`src/rtl/pipe_regfile_sb.sv`:
```
// pipe_regfile_sb: parametrised register file with an in-order load scoreboard for the RISC-V pipeline.
// Optional macro REGFILE_BYPASS_EN adds same-cycle write-back/load-return bypass on the read ports.
module pipe_regfile_sb #(
    parameter int XLEN     = 32,
    parameter int NREG     = 32,
    parameter int NRD      = 2,
    parameter int LD_DEPTH = 4,
    localparam int RW      = $clog2(NREG),
    localparam int CW      = $clog2(LD_DEPTH + 1)
) (
    input  logic                clk,
    input  logic                reset,
    input  logic [NRD*RW-1:0]   rd_sel,
    output logic [NRD*XLEN-1:0] rd_data,
    input  logic                wb_we,
    input  logic [RW-1:0]       wb_sel,
    input  logic [XLEN-1:0]     wb_data,
    input  logic                ld_issue,
    input  logic [RW-1:0]       ld_sel,
    input  logic                ld_valid,
    input  logic [XLEN-1:0]     ld_data,
    output logic                hazard_stall,
    output logic                ld_full,
    output logic [CW-1:0]       ld_count,
    output logic [1:0]          ld_err
);

    localparam int PW = (LD_DEPTH > 1) ? $clog2(LD_DEPTH) : 1;

    logic [XLEN-1:0] regs [NREG];
    logic [CW-1:0]   pend [NREG];
    logic [RW-1:0]   fifo [LD_DEPTH];
    logic [PW-1:0]   head, tail;
    logic [CW-1:0]   count;

    logic            push, pop, pop_wr, wb_act, overflow, underflow;
    logic [RW-1:0]   pop_sel;
    logic [NRD-1:0]  port_stall;

    assign ld_full   = (count == CW'(LD_DEPTH));
    assign ld_count  = count;
    assign pop       = ld_valid && (count != '0);
    assign push      = ld_issue && (!ld_full || ld_valid);
    assign overflow  = ld_issue && ld_full && !ld_valid;
    assign underflow = ld_valid && (count == '0);
    assign pop_sel   = fifo[head];
    assign pop_wr    = pop && (pop_sel != '0);
    assign wb_act    = wb_we && (wb_sel != '0);

    // NOTE: the destination FIFO slots carry no reset; count gates every use of them.
    always_ff @(posedge clk) begin
        if (push)
            fifo[tail] <= ld_sel;
    end

    // NOTE: all sequential state uses non-blocking assignments so every block samples pre-edge values.
    always_ff @(posedge clk or posedge reset) begin
        if (reset) begin
            head   <= '0;
            tail   <= '0;
            count  <= '0;
            ld_err <= '0;
        end else begin
            if (push)
                tail <= tail + 1'b1;
            if (pop)
                head <= head + 1'b1;
            if (push && !pop)
                count <= count + 1'b1;
            else if (pop && !push)
                count <= count - 1'b1;
            if (overflow)
                ld_err[0] <= 1'b1;
            if (underflow)
                ld_err[1] <= 1'b1;
        end
    end

    // Architectural state is cleared on reset; entry 0 is never written so it stays a constant zero.
    always_ff @(posedge clk or posedge reset) begin
        if (reset) begin
            for (int r = 0; r < NREG; r++) begin
                regs[r] <= '0;
                pend[r] <= '0;
            end
        end else begin
            for (int r = 1; r < NREG; r++) begin
                if (wb_act && (wb_sel == RW'(r)))
                    regs[r] <= wb_data;
                else if (pop_wr && (pop_sel == RW'(r)))
                    regs[r] <= ld_data;
                case ({push && (ld_sel == RW'(r)), pop && (pop_sel == RW'(r))})
                    2'b10:   pend[r] <= pend[r] + 1'b1;
                    2'b01:   pend[r] <= pend[r] - 1'b1;
                    default: ;
                endcase
            end
        end
    end

    for (genvar i = 0; i < NRD; i++) begin : g_port
        logic [RW-1:0] sel;
        logic          wb_hit, ld_hit, pend_hit;

        assign sel      = rd_sel[i*RW +: RW];
        assign wb_hit   = wb_act && (wb_sel == sel);
        assign ld_hit   = pop_wr && (pop_sel == sel);
        assign pend_hit = (sel != '0) && (pend[sel] != '0);

`ifdef REGFILE_BYPASS_EN
        assign rd_data[i*XLEN +: XLEN] = (sel == '0) ? '0      :
                                         wb_hit      ? wb_data :
                                         ld_hit      ? ld_data : regs[sel];
        // Only the last outstanding load to this register, returning now, clears the dependency.
        assign port_stall[i] = pend_hit && !(ld_hit && (pend[sel] == CW'(1)));
`else
        assign rd_data[i*XLEN +: XLEN] = (sel == '0) ? '0 : regs[sel];
        assign port_stall[i] = pend_hit || wb_hit || ld_hit;
`endif
    end

    assign hazard_stall = |port_stall;

endmodule

```
`config.mk`:
```
export PLATFORM = sky130hd
export DESIGN_NAME = pipe_regfile_sb
export DESIGN_NICKNAME = d
export VERILOG_FILES = /design/src/rtl/pipe_regfile_sb.sv
export SDC_FILE = /design/constraint.sdc
export NUM_CORES = 2
export LEC_CHECK = 0
export CAP_MARGIN = 0
export CELL_PAD_IN_SITES_DETAIL_PLACEMENT = 0
export CELL_PAD_IN_SITES_GLOBAL_PLACEMENT = 2
export CORE_MARGIN = 5
export CORE_UTILIZATION = 26
export CTS_BUF_LIST = sky130_fd_sc_hd__clkbuf_16
export DETAILED_ROUTE_END_ITERATION = 10
export PLACE_DENSITY = 0.57
export SLEW_MARGIN = 15
export SYNTH_ARGS = -nofsm -noshare
export SYNTH_HDL_FRONTEND = slang
export SYNTH_SLANG_ARGS = --single-unit
```
`constraint.sdc`:
```
create_clock -name clk -period 52 [get_ports clk]
set_input_delay 10.4 -clock clk [delete_from_list [all_inputs] [get_ports clk]]
set_output_delay 10.4 -clock clk [all_outputs]
set_load 0.1 [all_outputs]
```
==> impl_metrics.json <==
{
  "fin_area_um2": 78600,
  "wl_per_cell_um": 30.0,
  "async_reset_ff_share_pct": 98.2,
  "die_h_um": 527,
  "yosys_warnings": 35,
  "worstPathArrival_ps": 14940,
  "p_total_w": 0.00434,
  "required_ps": 41600,
  "synth_area_um2": 69400,
  "drt_first_iter_violations": 5069,
  "clock_path_buffers": 3,
  "rsz0062_at_grt": "false",
  "grt_usage_pct": 20.7,
  "reg2reg_depth": 7,
  "rows": 189,
  "setup_tns_ps": 0,
  "synth_area_leaders": "dfrtp_1, mux4_2, mux2i_1",
  "path_class": "input port to primary output",
  "yosysUniqueCellTypes": 57,
  "avgSynthCellArea_um2": 11.1,
  "cts_sinks": 1114,
  "synth_edf_count": 20,
  "final_max_slew_viol_count": 0,
  "io_buffers": 159,
  "holdPathStages": 1,
  "ys_seq_elements": 1114,
  "root_buffer": "clkbuf_16",
  "postSynthCellCount": 6273,
  "cts_tree": "built",
  "fillCellCount": 27200,
  "drc_errors": 0,
  "powerDensity_nw_per_um2": 55.2,
  "floorplan.initialDensity_pct": 26.1,
  "grt_max_degree": 158,
  "postPlaceCellArea_um2": 74100,
  "max_freq_mhz": 39.5,
  "fin_crit_ps": 25340,
  "drt-pass1-iter-count": 5,
  "start_kind": "input port",
  "status": "finished clean",
  "grt_pass1_vias": 50500,
  "die_w_um": 527,
  "layout-drive-gt1-share_pct": 17.6,
  "worst_slew_pin_slew_ps": 1200,
  "critPathMaxFanout": 127,
  "syn_nets": 6430,
  "via_count": 50900,
  "hold_viol": 0,
  "gp_congestion": 0.759,
  "period_share_pct": 48.7,
  "ant_nets": 0,
  "maxCapViolCount": 0,
  "ios": 160,
  "gr-total-overflow": 0,
  "die_area_um2": 277000,
  "cts_max_level": 4,
  "yosys.area.top_type": "dfrtp_1",
  "numCtsBuffers": 148,
  "ys.flop_type": "dfrtp_1",
  "peakVddDrop_v": 0.0000353,
  "post-cts-setup-buffer-count": 0,
  "report.final.setup_viol": 0,
  "ctsResizeCount": 0,
  "p_leak_nw": 33.0,
  "skew_ps": 32.4,
  "routed_wl_um": 293000,
  "worstSkewPairLatency_ps": 810,
  "cts_hold_buf": 0,
  "place_hpwl_um": 166000,
  "nNetsFinal": 6251,
  "grt_first_pass_wirelength_um": 416000,
  "end_kind": "primary output",
  "synth-seq-area-share_pct": 40.3,
  "hold_class": "flop to flop",
  "yosysTopAreaCellShare_pct": 39.5,
  "clkTransAtPathRegs_ps": 50,
  "relSlewSlack_pct": 20.3,
  "viasPerCell": 5.22,
  "antenna_found_initial": 12,
  "area_growth_pct": 13.4,
  "coreArea_um2": 265000
}
==> kinds of logic after synthesis <==
logic type	Yosys count	synth area share (%)
adders and majority gates	68	1.57
buffers and inverters	765	4.95
and+or+nand+nor	1406	8.30
DFF	1114	40.3
xor gates and xnor gates	119	1.50
muxes	1710	35.4
AOI/OAI and AO/OA	1091	7.98
==> synth_stat cells, types with 62 or more instances <==
cell / number
dfrtp_1: 1094
mux2i_1: 1079
nor2_1: 756
a21oi_1: 618
mux4_2: 589
nand2_1: 506
clkbuf_1: 461
o21ai_1: 302
o21ai_0: 149
inv_1: 89
buf_1: 67
xor2_1: 62
==> layer usage <==
| metal | vias up | routed length [um] | track usage (%) |
|---|---|---|---|
| met5 | - | 7 | 0 |
| met4 | 2 | 6630 | 4.99 |
| met3 | 318 | 15600 | 3.29 |
| met2 | 1629 | 134000 | 32.4 |
| met1 | 26600 | 137000 | 30.1 |
| li1 | 22300 | - | - |
==> critical path, cell delays in order <==
cell,delay [ps]
buf_8,390
buf_12,720
buf_4,880
mux4_2,420
mux4_2,480
nor2_1,190
nor2_1,130
clkdlybuf4s50_1,1010
==> worst paths after layout <==
| kind | startpoint | endpoint | slack, ps |
|---|---|---|---|
| max in group asynchronous | reset | regs[357] | 38920 |
| worst min-delay path | pend[65] | pend[65] | 460 |
| worst max register to register | head[0] | regs[300] | 47930 |
| min in group asynchronous | reset | ld_err[0] | 10120 |
| worst max-delay path | rd_sel[6] | rd_data[35] | 26660 |
| worst min register to register | pend[65] | pend[65] | 460 |
==> report_power, final <==
part	total (W)	internal (W)	switching [W]
clock	0.000988	0.000555	0.000433
combinational	0.00169	0.000828	0.000865
sequential	0.00166	0.00131	0.000356
==> metrics by stage <==
stage                     utilization [%]  hold WS (ps)  instances  setup WS (ps)
final                                29.6           458       9749          26660
after global placement               27.9           442       9477          26700
after floorplan                         -           434       6273          10800
after global routing                 29.6           478       9745          26540
after CTS                            29.6           461       9744          26660
after detailed placement             27.9           452       9477          26680
==> flip-flops by register name, indices dropped and copies added, names as in the netlist <==
register  count
regs        992
pend         93
fifo         20
ld_count      3
head          2
ld_err        2
tail          2
==> layout make-up <==
class,count,area (um^2),share of cell area (%)
antenna,5,12.5,0.0159
clock buffer,153,3830,4.87
clock inverter,114,689,0.877
inverter,90,352,0.447
multi-input combinational,4394,38300,48.7
sequential,1114,28000,35.6
tap,3533,4420,5.62
timing repair buffer,346,3090,3.93
==> cell usage in the layout, fill, tap and decap left out, types with 36 or more instances in the layout <==
master              n
ha_1               36
dfrtp_1          1094
o21ai_1           302
clkbuf_16         153
nand2_1           490
nor2_1            748
mux4_2            589
mux2i_1          1079
xnor2_1            57
a21oi_1           618
mux2_2             42
clkinv_1           42
o21ai_0           149
inv_1             120
buf_4             183
clkdlybuf4s50_1   150
xor2_1             62
Power figures use the tool's default switching activity.
